`config.mk`:
```
export PLATFORM = sky130hd
export DESIGN_NAME = shift_seq_ctrl
export DESIGN_NICKNAME = d
export VERILOG_FILES = /design/src/rtl/shift_seq_ctrl_pkg.sv /design/src/rtl/shift_tick_div.sv /design/src/rtl/shift_seq_ctrl.sv
export SDC_FILE = /design/constraint.sdc
export NUM_CORES = 1
export LEC_CHECK = 0
export CORE_MARGIN = 8
export CORE_UTILIZATION = 50
export CTS_BUF_LIST = sky130_fd_sc_hd__clkbuf_8
export DETAILED_ROUTE_END_ITERATION = 16
export PLACE_DENSITY_LB_ADDON = 0.08
export SLEW_MARGIN = 25
export SYNTH_ARGS = -nofsm -noshare
export SYNTH_HDL_FRONTEND = slang
export SYNTH_SLANG_ARGS = --single-unit
```
`constraint.sdc`:
```
create_clock -name clk -period 7.2 [get_ports clk]
set_clock_uncertainty 0.1 [all_clocks]
set_input_delay 0.72 -clock clk [delete_from_list [all_inputs] [get_ports clk]]
set_output_delay 0.72 -clock clk [all_outputs]
set_load 0.05 [all_outputs]
```
`src/rtl/shift_seq_ctrl_pkg.sv`:
```
// Shared opcode constants and sequencer state encoding for the shift-register block.
// Pure definitions: no latency, no flow control.
package shift_seq_ctrl_pkg;

    localparam logic [2:0] OP_CLR  = 3'b000;
    localparam logic [2:0] OP_SET1 = 3'b001;
    localparam logic [2:0] OP_SRL  = 3'b010;
    localparam logic [2:0] OP_SLL  = 3'b011;
    localparam logic [2:0] OP_SRA  = 3'b100;
    localparam logic [2:0] OP_SIN  = 3'b101;
    localparam logic [2:0] OP_ROR  = 3'b110;
    localparam logic [2:0] OP_ROL  = 3'b111;

    typedef enum logic [1:0] {
        IDLE    = 2'd0,
        ONESHOT = 2'd1,
        RUN     = 2'd2,
        FIN     = 2'd3
    } state_t;

    // clr/set1 act once and ignore the step count
    function automatic logic is_oneshot(input logic [2:0] op);
        return (op == OP_CLR) || (op == OP_SET1);
    endfunction

endpackage

```
`src/rtl/shift_tick_div.sv`:
```
// Step-rate divider: free-runs 0..TICK_DIV-1 while en, tc high in the terminal cycle.
// tc is combinational from the count; clr wins over en; no backpressure.
module shift_tick_div #(
    parameter int TICK_DIV = 10000000,
    parameter int DIV_W    = 24
) (
    input  logic clk,
    input  logic rst_n,
    input  logic clr,
    input  logic en,
    output logic tc
);

    localparam logic [DIV_W-1:0] LAST = DIV_W'(TICK_DIV - 1);

    logic [DIV_W-1:0] cnt;

    assign tc = en && (cnt == LAST);

    always_ff @(posedge clk or negedge rst_n) begin
        if (!rst_n) begin
            cnt <= '0;
        end else if (clr) begin
            cnt <= '0;
        end else if (en) begin
            cnt <= tc ? '0 : cnt + DIV_W'(1);
        end
    end

endmodule

```
`src/rtl/shift_seq_ctrl.sv`:
```
// Command sequencer driving the 8-bit shift datapath; one command in flight, first step
// TICK_DIV cycles after accept (clr/set1: next cycle); cmd_ready low until back in IDLE.
module shift_seq_ctrl
    import shift_seq_ctrl_pkg::*;
#(
    parameter int TICK_DIV = 10000000,
    parameter int CNT_W    = 8,
    parameter int DIV_W    = 24
) (
    input  logic             clk,
    input  logic             rst_n,
    input  logic             cmd_valid,
    output logic             cmd_ready,
    input  logic [2:0]       cmd_op,
    input  logic [CNT_W-1:0] cmd_cnt,
    input  logic [7:0]       cmd_data,
    input  logic             abort,
    output logic [2:0]       sh_ctrl,
    output logic             sh_en,
    output logic             sh_din,
    output logic             busy,
    output logic             done
);

    state_t           state;
    logic [2:0]       op_q;
    logic [CNT_W-1:0] cnt_q;
    logic [CNT_W-1:0] step_q;
    logic [CNT_W-1:0] step_nxt;
    logic [7:0]       data_q;
    logic [2:0]       bit_idx;
    logic             accept;
    logic             run_en;
    logic             tick_tc;
    logic             fire;
    logic             last_step;

    assign accept    = cmd_valid && cmd_ready;
    assign run_en    = (state == RUN);
    assign step_nxt  = step_q + CNT_W'(1);
    assign last_step = (cnt_q != '0) && (step_nxt == cnt_q);

    shift_tick_div #(
        .TICK_DIV (TICK_DIV),
        .DIV_W    (DIV_W)
    ) u_tick_div (
        .clk   (clk),
        .rst_n (rst_n),
        .clr   (accept),
        .en    (run_en),
        .tc    (tick_tc)
    );

    // abort suppresses a strobe in the very cycle it is seen
    assign fire    = !abort && ((state == ONESHOT) || (run_en && tick_tc));
    assign sh_en   = fire;
    assign sh_ctrl = op_q;
    assign sh_din  = (op_q == OP_SIN) ? data_q[bit_idx] : 1'b0;

    always_ff @(posedge clk or negedge rst_n) begin
        if (!rst_n) begin
            state     <= IDLE;
            op_q      <= OP_CLR;
            cnt_q     <= '0;
            data_q    <= '0;
            step_q    <= '0;
            bit_idx   <= '0;
            busy      <= 1'b0;
            done      <= 1'b0;
            cmd_ready <= 1'b1;
        end else begin
            done <= 1'b0;
            case (state)
                IDLE: begin
                    if (accept) begin
                        op_q      <= cmd_op;
                        cnt_q     <= cmd_cnt;
                        data_q    <= cmd_data;
                        step_q    <= '0;
                        bit_idx   <= '0;
                        busy      <= 1'b1;
                        cmd_ready <= 1'b0;
                        state     <= is_oneshot(cmd_op) ? ONESHOT : RUN;
                    end
                end
                ONESHOT: begin
                    busy  <= 1'b0;
                    done  <= 1'b1;
                    state <= FIN;
                end
                RUN: begin
                    if (abort) begin
                        busy  <= 1'b0;
                        done  <= 1'b1;
                        state <= FIN;
                    end else if (fire) begin
                        // continuous mode (cnt=0) lets the step counter wrap
                        step_q  <= step_nxt;
                        bit_idx <= bit_idx + 3'd1;
                        if (last_step) begin
                            busy  <= 1'b0;
                            done  <= 1'b1;
                            state <= FIN;
                        end
                    end
                end
                FIN: begin
                    cmd_ready <= 1'b1;
                    state     <= IDLE;
                end
                default: begin
                    busy      <= 1'b0;
                    cmd_ready <= 1'b1;
                    state     <= IDLE;
                end
            endcase
        end
    end

endmodule

```
# ---- Word-level counts from Yosys, hierarchy flattened
# Cells that the tools add are included.
dict set report totals {
  reg_bits 59
  out_inout_bits 8
  elab_cells 77
  in_bits 23
}
dict set report op_classes {
  order_cmp 1
  n_reduce_logical 20
  n_addsub 3
  eq_ne 12
  muxes 31
}
# cell count
set op_table {}
lappend op_table {{$mux W24} 3}
lappend op_table {{$add A24 B1 Y24 const B} 1}
lappend op_table {{$eq A24 B24 Y1 const B} 1}
lappend op_table {{$mux W8} 3}
lappend op_table {{$pmux W8 S2} 1}
lappend op_table {{$mux W1} 10}
lappend op_table {{$mux W2} 5}
lappend op_table {{$mux W3} 3}
lappend op_table {{$add A8 B1 Y8 const B} 1}
lappend op_table {{$eq A8 B8 Y1} 1}
lappend op_table {{$pmux W2 S4} 1}
lappend op_table {{$reduce_and A4 Y1} 2}
lappend op_table {{$reduce_bool A8 Y1} 1}
lappend op_table {{$ne A2 B2 Y1 const B} 3}
lappend op_table {{$pmux W3 S2} 1}
lappend op_table {{$reduce_bool A2 Y1} 3}
lappend op_table {{$logic_and A1 B1 Y1} 5}
lappend op_table {{$eq A2 B2 Y1 const B} 2}
lappend op_table {{$lt A3 B4 Y1 const B} 1}
lappend op_table {{$pmux W1 S2} 2}
lappend op_table {{$reduce_and A2 Y1} 2}
lappend op_table {{$add A3 B1 Y3 const B} 1}
lappend op_table {{$bmux W1 S3} 1}
lappend op_table {{$eq A3 B1 Y1 const B} 1}
lappend op_table {{11 further kinds} 12}

# ---- Longest topological paths before layout
# Gate-level depths: netlist (run 1).
dict set report logic_depth {
  depth_word 8
  mapped_depth 10
  mapped_depth_nobuf 8
}

# ---- By module
# From an unflattened synthesis (run 1), not the netlist that was laid out.
dict set report unflattened {
  cells_unflattened 315
  area_unflattened_um2 3315.7
}
# mod area_each_um2 cells_each n_inst seq_area_each_um2
set modules_own_cells {}
lappend modules_own_cells {shift_seq_ctrl 1940.6 177 1 877.1}
lappend modules_own_cells {shift_tick_div 1375.1 138 1 600.6}

# ---- Worst setup path before layout (run 1)
# Ideal clock, no wire load.
dict set report synth_path {
  path_kind {register -> output}
  start {reg state[0]}
  end {out sh_en}
  setup_slack_ns 4.055
  path_stages_with_launch 8
  required_ns 6.380
  n_path_buf 1
  arrival_ns 2.325
  cell_sequence {dfrtp_1 inv_1 ha_1 clkbuf_1 nand2_1 or4_4 o21ba_4 nor2_1}
}
dict set report synth_between {
  elab_chain_len 5
  elab_cells_between_ends 6
  classes_between {2 x eq/ne; 4 x reduce/logical}
}
# item line_no
set synth_rtl {}
lappend synth_rtl {{start, declared} shift_seq_ctrl.sv:25} ;# state_t state;
lappend synth_rtl {{start signal, assigned} shift_seq_ctrl.sv:83} ;# state <= is_oneshot(cmd_op) ? ONESHOT : RUN;
lappend synth_rtl {{$eq A2 B2 Y1} shift_seq_ctrl.sv:39} ;# assign run_en = (state == RUN);
lappend synth_rtl {{$logic_and A1 B1 Y1} shift_tick_div.sv:18} ;# assign tc = en && (cnt == LAST);
lappend synth_rtl {{$logic_and A1 B1 Y1} shift_seq_ctrl.sv:55} ;# assign fire = !abort && ((state == ONESHOT) || (run_en && tick_tc));
lappend synth_rtl {{$logic_or A1 B1 Y1 (*)} shift_seq_ctrl.sv:55}
lappend synth_rtl {{$logic_and A1 B1 Y1 (*)} shift_seq_ctrl.sv:55}
lappend synth_rtl {{end, declared} shift_seq_ctrl.sv:19} ;# output logic sh_en,
# Every way passes the cells marked *; elsewhere a longest branch is shown, timed or not.

# ---- Final worst setup path (run 1)
# Same ends and word-level chain as after synthesis.

==> results of run 1 <==
[critical path, delay by kind of cell, from the launching register on]
kind                       cells  cell delay [ns]
AOI/OAI and AO/OA              1             0.24
adders and majority gates      1             0.54
buffers and inverters          2             0.93
DFF                            1             0.43
and+or+nand+nor                3             0.86
[sequential cells by signal (all words and copies together), names as in the netlist]
name and count:
cnt_q 8, done 1, sh_ctrl 3, u_tick_div.cnt 24, step_q 8, cmd_ready 1
busy 1, data_q 8, state 2, bit_idx 3
[power by group through the flow]
stage                     clock network, W  registers [W]  logic [W]
after floorplan                          0       0.000542   0.000349
after global placement                   0       0.000509   0.000525
after detailed placement                 0       0.000514   0.000531
after CTS                         0.000283       0.000508   0.000534
after global routing              0.000295       0.000523   0.000584
final                             0.000276       0.000508   0.000531
[per-layer routing]
layer  up-vias  share of wire
li1       1252              -
met1      1252           0.45
met2        44           0.49
met3        19          0.024
met4         0          0.027
met5         -              0
[synthesized netlist by cell type, types with 8 or more instances]
library cell / instances
dfrtp_1: 58
mux2_2: 19
ha_1: 8
inv_1: 14
nand4_1: 12
a21oi_1: 12
nand2_1: 26
clkbuf_1: 9
o21ai_0: 24
nand3_1: 13
xor2_1: 11
xnor2_1: 9
o31ai_1: 8
nor2_1: 26
[stage by stage]
step                      hold WS, ns   util  std cells  cell area, um^2  worst slack [ns]
final                           0.383  0.601        438             3770              3.05
after global routing            0.397  0.601        438             3770              2.85
after CTS                       0.385  0.598        438             3750              3.02
after detailed placement        0.377  0.569        422             3570              3.40
after global placement          0.361  0.569        422             3570              3.46
after floorplan                 0.324      -        326             3220              4.05
[final timing paths]
| path | from | endpoint | depth (start not counted) |
|---|---|---|---|
| setup / recovery | state[0] | sh_en | 7 |
| hold / removal | u_tick_div.cnt[23] | u_tick_div.cnt[23] | 1 |
| setup reg to reg | state[0] | u_tick_div.cnt[16] | 8 |
| hold reg to reg | u_tick_div.cnt[23] | u_tick_div.cnt[23] | 1 |
| max in group asynchronous | rst_n | data_q[2] | 2 |
| min in group asynchronous | rst_n | u_tick_div.cnt[17] | 2 |
[kinds of logic after synthesis]
group,share of synthesized area
mux,0.0866
xor+xnor,0.0543
buf+inv,0.0342
flops,0.458
fa+ha+maj,0.0311
compound gates,0.155
simple gates,0.180
[final cells by class]
type / count / area, um^2
clock buffer: 11 / 151
tap: 77 / 96.3
inverter: 14 / 52.6
sequential: 59 / 1480
timing repair buffer: 32 / 310
fill: 538 / 2510
clock inverter: 5 / 28.8
multi-input combinational: 240 / 1650
==> results.sh, run 1 <==
export IMPL_maxCapViolations=0
export IMPL_io_buffers=30
export IMPL_synth_area_um2=3220
export IMPL_internal_power_w=0.000789
export IMPL_crit_path_top_delay_cell="clkdlybuf4s50_1"
export IMPL_drt_iter0_drc=63
export IMPL_routed_wl_um=6970
export IMPL_clockBufferDepth=2
export IMPL_routabilityCongestion=0.845
export IMPL_rsz0062_at_grt="no"
export IMPL_nNetsFinal=387
export IMPL_p_sw_w=0.000525
export IMPL_switching_share=0.400
export IMPL_yosysUniqueCellTypes=51
export IMPL_status="finished clean"
export IMPL_clkPwrFrac=0.210
export IMPL_firstDrtPassIters=4
export IMPL_die_area_um2=9270
export IMPL_yosysSeqAreaShare=0.458
export IMPL_post_cts_buffers=0
export IMPL_cts_resized=0
export IMPL_power_frac_seq=0.387
export IMPL_reg2reg_setup_slack_ns=4.01
export IMPL_crit_path_start_kind="register"
export IMPL_final_common_cell="dfrtp_1"
export IMPL_grt_pass1_vias=2549
export IMPL_cts_tree="done"
export IMPL_min_period_ns=4.15
export IMPL_synth_async_sr_flop_share=1.00
export IMPL_groute_layer_met3_usage=0.0343
export IMPL_clkSinkCount=59
export IMPL_ant_nets=0
export IMPL_drv_slew=0
export IMPL_endpoint_kind="primary output"
export IMPL_synth_nets=357
export IMPL_worst_path_largest_cell_delay_ns=0.82
export IMPL_initial_utilization=0.513
export IMPL_cts_max_level=3
export IMPL_synth_edf_count=0
export IMPL_slew_headroom=0.388
export IMPL_syn_avg_cell_area_um2=9.89
export IMPL_use_met2=0.275
export IMPL_grt_usage=0.163
export IMPL_wl_per_cell_um=15.9
export IMPL_antenna_found_initial=0
export IMPL_comb_power_share=0.403
export IMPL_ir_drop_uv=225
export IMPL_hold_violations=0
export IMPL_total_power_w=0.00131
export IMPL_hold_path_class="reg -> reg"
export IMPL_grt_pass1_wl_um=11800
export IMPL_worstMarginPinSlew_ns=0.913
export IMPL_clkTransAtPathRegs_ns=0.07
export IMPL_crit_chain="inv_1 > ha_1 > nand2_1 > or4_4 > o21ba_4 > nor2_1 > clkdlybuf4s50_1"
export IMPL_die_h_um=96.3
export IMPL_timing_setup_tns_ns=0
export IMPL_worstPathArrival_ns=3.33
export IMPL_dp_hpwl_um=4850
export IMPL_met1_usage=0.190
export IMPL_yosysWarnings=0
export IMPL_fin_crit_sh=0.577
export IMPL_dr_total_vias=2567
export IMPL_die_w_um=96.3
export IMPL_overflow=0
export IMPL_drc=0
export IMPL_path_class="reg -> out"
export IMPL_top_usage_layer="met2"
export IMPL_synth_area_leader_cell="dfrtp_1"
export IMPL_area_growth_pct=17.0
export IMPL_postCtsHoldBufs=0
export IMPL_grt_max_degree=60
export IMPL_clockRootBuffer="clkbuf_8"
export IMPL_insertion_delay_ns=0.34
export IMPL_synth_top_area_frac=0.450
export IMPL_pin_count=31
export IMPL_cp_required_ns=6.38
export IMPL_ys_top_cells_by_area="dfrtp_1, mux2_2, o21ai_0"
export IMPL_synth_flop_cell="dfrtp_1"
export IMPL_antennaDiodeCount=0
export IMPL_critPathMaxFanout=16
export IMPL_syn_inst=326
export IMPL_viasPerCell=5.86
export IMPL_power_per_cell_area_nw_per_um2=349
export IMPL_drive_gt1_frac=0.136
export IMPL_fp_row_count=29
export IMPL_fmax_mhz=241
export IMPL_p_leak_nw=1.56
export IMPL_coreArea_um2=6280
export IMPL_final_cell_mix="dfrtp_1, clkdlybuf4s50_1, nand2_1, nor2_1, o21ai_0"
export IMPL_synth_seq_cells=59
export IMPL_cts_buffers=9
export IMPL_setup_viol=0
No activity file was read; power rests on OpenSTA's default activity.
==> inputs of run 2 (changes only) <==
==> constraint.sdc (replaced) <==
create_clock -name clk -period 4.2 [get_ports clk]
set_clock_uncertainty 0.1 [all_clocks]
set_input_delay 0.42 -clock clk [delete_from_list [all_inputs] [get_ports clk]]
set_output_delay 0.42 -clock clk [all_outputs]
set_load 0.05 [all_outputs]
==> run 2 against run 1 <==
- setup slack worse by 2.4 ns
- register-to-register slack worse by 2.6 ns
- critical path depth is 2 lower
- die area stayed put
- clock power is 92% higher
- non-clock buffer count is 1 higher
- routed wire length is 1.5% higher
- cell count is 0.23% higher
- sequential power is 71% higher
- final area is 0.80% higher
- power is 76% higher
- critical endpoint unchanged
- largest cell class unchanged
- highest routed layer unchanged
==> results.sh, run 2 (synthesis gave the netlist of run 1 again) <==
export IMPL_status="finished clean"
export IMPL_fin_crit_sh=0.846
export IMPL_postCtsHoldBufs=0
export IMPL_fin_ws_ns=0.646
export IMPL_dp_cells=423
export IMPL_antenna_found_initial=0
export IMPL_worstMarginPinSlew_ns=0.851
export IMPL_crit_path_start_kind="register"
export IMPL_initial_utilization=0.513
export IMPL_timing_setup_tns_ns=0
export IMPL_insertion_delay_ns=0.36
export IMPL_rsz0062_at_grt="no"
export IMPL_antennaDiodeCount=0
export IMPL_fmax_mhz=281
export IMPL_total_power_w=0.00231
export IMPL_clockRootBuffer="clkbuf_8"
export IMPL_maxCapViolations=0
export IMPL_overflow=0
export IMPL_endpoint_kind="primary output"
export IMPL_final_common_cell="dfrtp_1"
export IMPL_cts_max_level=3
export IMPL_power_frac_seq=0.377
export IMPL_wl_per_cell_um=16.1
export IMPL_comb_power_share=0.393
export IMPL_final_cell_mix="dfrtp_1, clkdlybuf4s50_1, nand2_1, nor2_1, o21ai_0"
export IMPL_clkTransAtPathRegs_ns=0.07
export IMPL_p_sw_w=0.000906
export IMPL_hold_path_class="in -> async"
export IMPL_drv_slew=0
export IMPL_fp_row_count=29
export IMPL_grt_max_degree=35
export IMPL_clkSinkCount=59
export IMPL_power_per_cell_area_nw_per_um2=608
export IMPL_firstDrtPassIters=4
export IMPL_pre_cts_slack_ns=1.02
export IMPL_n_fill_cell=549
export IMPL_clkPwrFrac=0.229
export IMPL_routed_wl_um=7070
export IMPL_nNetsFinal=388
export IMPL_post_cts_buffers=0
export IMPL_grt_pass1_wl_um=11900
export IMPL_stdcell_count=439
export IMPL_top_register="u_tick_div.cnt"
export IMPL_die_h_um=96.3
export IMPL_reg2reg_to="u_tick_div.cnt[16]"
export IMPL_drive_gt1_frac=0.141
export IMPL_r2r_start="u_tick_div.cnt[16]"
export IMPL_ir_drop_uv=386
export IMPL_coreArea_um2=6280
export IMPL_dr_total_vias=2560
export IMPL_min_period_ns=3.55
export IMPL_viasPerCell=5.83
export IMPL_ant_nets=0
export IMPL_dp_hpwl_um=5060
export IMPL_cts_tree="done"
export IMPL_drt_iter0_drc=96
export IMPL_clockBufferDepth=2
export IMPL_grt_usage=0.167
export IMPL_critPathMaxFanout=10
export IMPL_rr_worst_depth=6
export IMPL_cts_resized=0
export IMPL_cp_required_ns=3.68
export IMPL_worstPathArrival_ns=3.03
export IMPL_largest_reg_flops=24
export IMPL_grt_pass1_vias=2437
export IMPL_path_class="reg -> out"
export IMPL_routabilityCongestion=0.842
export IMPL_io_buffers=30
export IMPL_internal_power_w=0.00140
export IMPL_slew_headroom=0.432
export IMPL_reg2reg_setup_slack_ns=1.46
export IMPL_die_area_um2=9270
export IMPL_area_growth_pct=17.9
export IMPL_die_w_um=96.3
export IMPL_setup_viol=0
export IMPL_drc=0
export IMPL_switching_share=0.392
export IMPL_cts_buffers=9
export IMPL_p_leak_nw=1.56
export IMPL_pin_count=31
export IMPL_hold_violations=0
run 2: cell type report:
class | instances | area (um^2) | area share
Clock buffer | 10 | 138 | 0.0362
Clock inverter | 6 | 65.1 | 0.0171
Inverter | 14 | 52.6 | 0.0138
Multi-Input combinational cell | 240 | 1650 | 0.435
Sequential cell | 59 | 1480 | 0.389
Tap cell | 77 | 96.3 | 0.0254
Timing Repair Buffer | 33 | 318 | 0.0836
run 2: worst max-delay path: stages, from the launching register on:
cell and delay, ns:
dfrtp_1 0.49, or4b_1 0.51, or4_4 0.45, o21ba_4 0.24, nor2_1 0.15, clkdlybuf4s50_1 0.83
run 2: worst max path at each step:
stage / from / endpoint
floorplan: state[0] / sh_en
global placement: u_tick_div.cnt[16] / sh_en
detailed placement: u_tick_div.cnt[16] / sh_en
CTS: u_tick_div.cnt[16] / sh_en
global route: u_tick_div.cnt[16] / sh_en
finish: u_tick_div.cnt[16] / sh_en
run 2: power by group through the flow:
stage,clock network (W),registers [W],logic (W)
detailed placement,0,0.000880,0.000911
finish,0.000530,0.000871,0.000908
global placement,0,0.000870,0.000908
CTS,0.000539,0.000869,0.000918
global route,0.000561,0.000894,0.00100
floorplan,0,0.000929,0.000598
run 2: routing by layer:
| layer | vias up | GRT usage | part of all wire | wire (um) |
|---|---|---|---|---|
| li1 | 1256 | - | - | - |
| met1 | 1256 | 0.194 | 0.45 | 3160 |
| met2 | 35 | 0.283 | 0.50 | 3570 |
| met3 | 13 | 0.0374 | 0.027 | 194 |
| met4 | 0 | 0.0845 | 0.021 | 145 |
| met5 | - | 0 | 0 | 0 |
run 2: per-stage QoR:
step | area (um^2) | util | hold WS [ns]
floorplan | 3220 | - | 0.0244
global placement | 3580 | 0.570 | 0.361
detailed placement | 3590 | 0.571 | 0.373
CTS | 3790 | 0.604 | 0.0615
global route | 3800 | 0.605 | 0.112
finish | 3800 | 0.605 | 0.0439
==> inputs of run 3 (changes only) <==
==> constraint.sdc (replaced) <==
create_clock -name clk -period 3.47 [get_ports clk]
set_clock_uncertainty 0.1 [all_clocks]
set_input_delay 0.347 -clock clk [delete_from_list [all_inputs] [get_ports clk]]
set_output_delay 0.347 -clock clk [all_outputs]
set_load 0.05 [all_outputs]
==> run 3 against run 2 <==
- final area fell by 0.66%
- flip-flop and latch count is the same
- via count grew 2.3%
- worst hold slack worse by 0.024 ns
- first-iteration DRC count fell by 11%
- cell count grew 0.91%
- core utilization is 0.40 points lower
- critical path type unchanged
==> results.sh, run 3 (synthesis gave the netlist of run 1 again) <==
export IMPL_n_fill_cell=562
export IMPL_io_buffers=30
export IMPL_viasPerCell=5.91
export IMPL_min_period_ns=2.83
export IMPL_clkSinkCount=59
export IMPL_grt_usage=0.171
export IMPL_rsz0062_at_grt="no"
export IMPL_nNetsFinal=393
export IMPL_hold_violations=0
export IMPL_cts_max_level=3
export IMPL_routed_wl_um=7150
export IMPL_drive_gt1_frac=0.139
export IMPL_cts_tree="done"
export IMPL_wl_per_cell_um=16.1
export IMPL_clockBufferDepth=2
export IMPL_grt_pass1_vias=2628
export IMPL_grt_max_degree=39
export IMPL_crit_path_start_kind="register"
export IMPL_dp_hpwl_um=5130
export IMPL_holdWs_ns=0.0195
export IMPL_final_cell_mix="dfrtp_1, clkdlybuf4s50_1, nand2_1, nor2_1, o21ai_0"
export IMPL_drt_iter0_drc=85
export IMPL_p_leak_nw=1.59
export IMPL_grt_pass1_wl_um=12200
export IMPL_endpoint_kind="primary output"
export IMPL_post_cts_buffers=0
export IMPL_drc=0
export IMPL_area_growth_pct=17.1
export IMPL_slew_headroom=0.419
export IMPL_largest_reg_flops=24
export IMPL_cts_buffers=9
export IMPL_die_w_um=96.3
export IMPL_coreArea_um2=6280
export IMPL_worstMarginPinSlew_ns=0.872
export IMPL_top_register="u_tick_div.cnt"
export IMPL_fin_crit_sh=0.815
export IMPL_overflow=0
export IMPL_ff_latch_area_um2=1480
export IMPL_firstDrtPassIters=5
export IMPL_routabilityCongestion=0.814
export IMPL_fin_ws_ns=0.642
export IMPL_fmax_mhz=354
export IMPL_cp_required_ns=3.02
export IMPL_path_class="reg -> out"
export IMPL_antenna_found_initial=0
export IMPL_maxCapViolations=0
export IMPL_critPathMaxFanout=10
export IMPL_die_h_um=96.3
export IMPL_utilization=0.601
export IMPL_antennaDiodeCount=0
export IMPL_multi_input_area_um2=1640
export IMPL_ir_drop_uv=502
export IMPL_dr_total_vias=2618
export IMPL_fp_row_count=29
export IMPL_insertion_delay_ns=0.34
export IMPL_setup_viol=0
export IMPL_clockRootBuffer="clkbuf_8"
export IMPL_drv_slew=0
export IMPL_final_common_cell="dfrtp_1"
export IMPL_clkTransAtPathRegs_ns=0.07
export IMPL_timing_setup_tns_ns=0
export IMPL_pre_cts_slack_ns=0.833
export IMPL_worstPathArrival_ns=2.38
export IMPL_power_per_cell_area_nw_per_um2=717
export IMPL_hold_path_class="in -> async"
export IMPL_initial_utilization=0.513
export IMPL_postCtsHoldBufs=0
export IMPL_pin_count=31
export IMPL_status="finished clean"
export IMPL_ant_nets=0
export IMPL_cts_resized=0
export IMPL_die_area_um2=9270
## run 3: changes by cell type in the layout (fill, tap and decap cells not counted), moves of 2 or more
| cell | previous run | this run |
|---|---|---|
| nor4_1 | 2 | 4 |
| clkinvlp_4 | 4 | 0 |
| buf_4 | 3 | 9 |
| inv_1 | 14 | 16 |
| nor4_2 | 2 | 0 |
| clkinv_2 | 1 | 3 |
## run 3: path summary, 6_finish.rpt
path | from | endpoint | slack (ns) | cells past startpoint
setup / recovery | u_tick_div.cnt[16] | sh_en | 0.64 | 5
hold / removal | rst_n | u_tick_div.cnt[19] | 0.02 | 1
setup reg to reg | u_tick_div.cnt[16] | step_q[6] | 0.79 | 6
hold reg to reg | u_tick_div.cnt[23] | u_tick_div.cnt[23] | 0.37 | 1
max in group asynchronous | rst_n | bit_idx[1] | 2.42 | 2
min in group clk | u_tick_div.cnt[23] | u_tick_div.cnt[23] | 0.37 | 1
## run 3: cell type report
class | count | share of cell area
clock inverters | 5 | 0.00597
well taps | 77 | 0.0255
inverters | 14 | 0.0139
flip-flops and latches | 59 | 0.391
clock buffers | 10 | 0.0365
repair buffers | 38 | 0.0935
multi-input cells | 240 | 0.433
## run 3: power breakdown
group | internal [W] | switching (W) | leakage (nW)
clock network | 0.000265 | 0.000266 | 0.0943
registers | 0.000876 | 0.000183 | 0.773
logic | 0.000490 | 0.000628 | 0.724
total | 0.00163 | 0.00108 | 1.59
## run 3: per-layer routing
layer  vias up  GRT usage  routed length (um)
li1       1256          -                   -
met1      1296      0.204                3120
met2        52      0.278                3650
met3        14     0.0335                 184
met4         0      0.105                 196
met5         -          0                   0
## run 3: metrics by stage
stage | total power [W] | cells | area [um^2]
2_1_floorplan | 0.00185 | 326 | 3220
6_report | 0.00271 | 443 | 3770
3_5_place_dp | 0.00219 | 428 | 3610
3_3_place_gp | 0.00217 | 428 | 3610
5_1_grt | 0.00288 | 443 | 3770
4_1_cts | 0.00273 | 443 | 3770
## run 3: worst max-delay path, cell delays in order, from the launching register on
cell	delay [ns]
dfrtp_1	0.47
or4b_1	0.53
or4_4	0.45
o21ba_4	0.24
nor2_1	0.13
buf_4	0.22
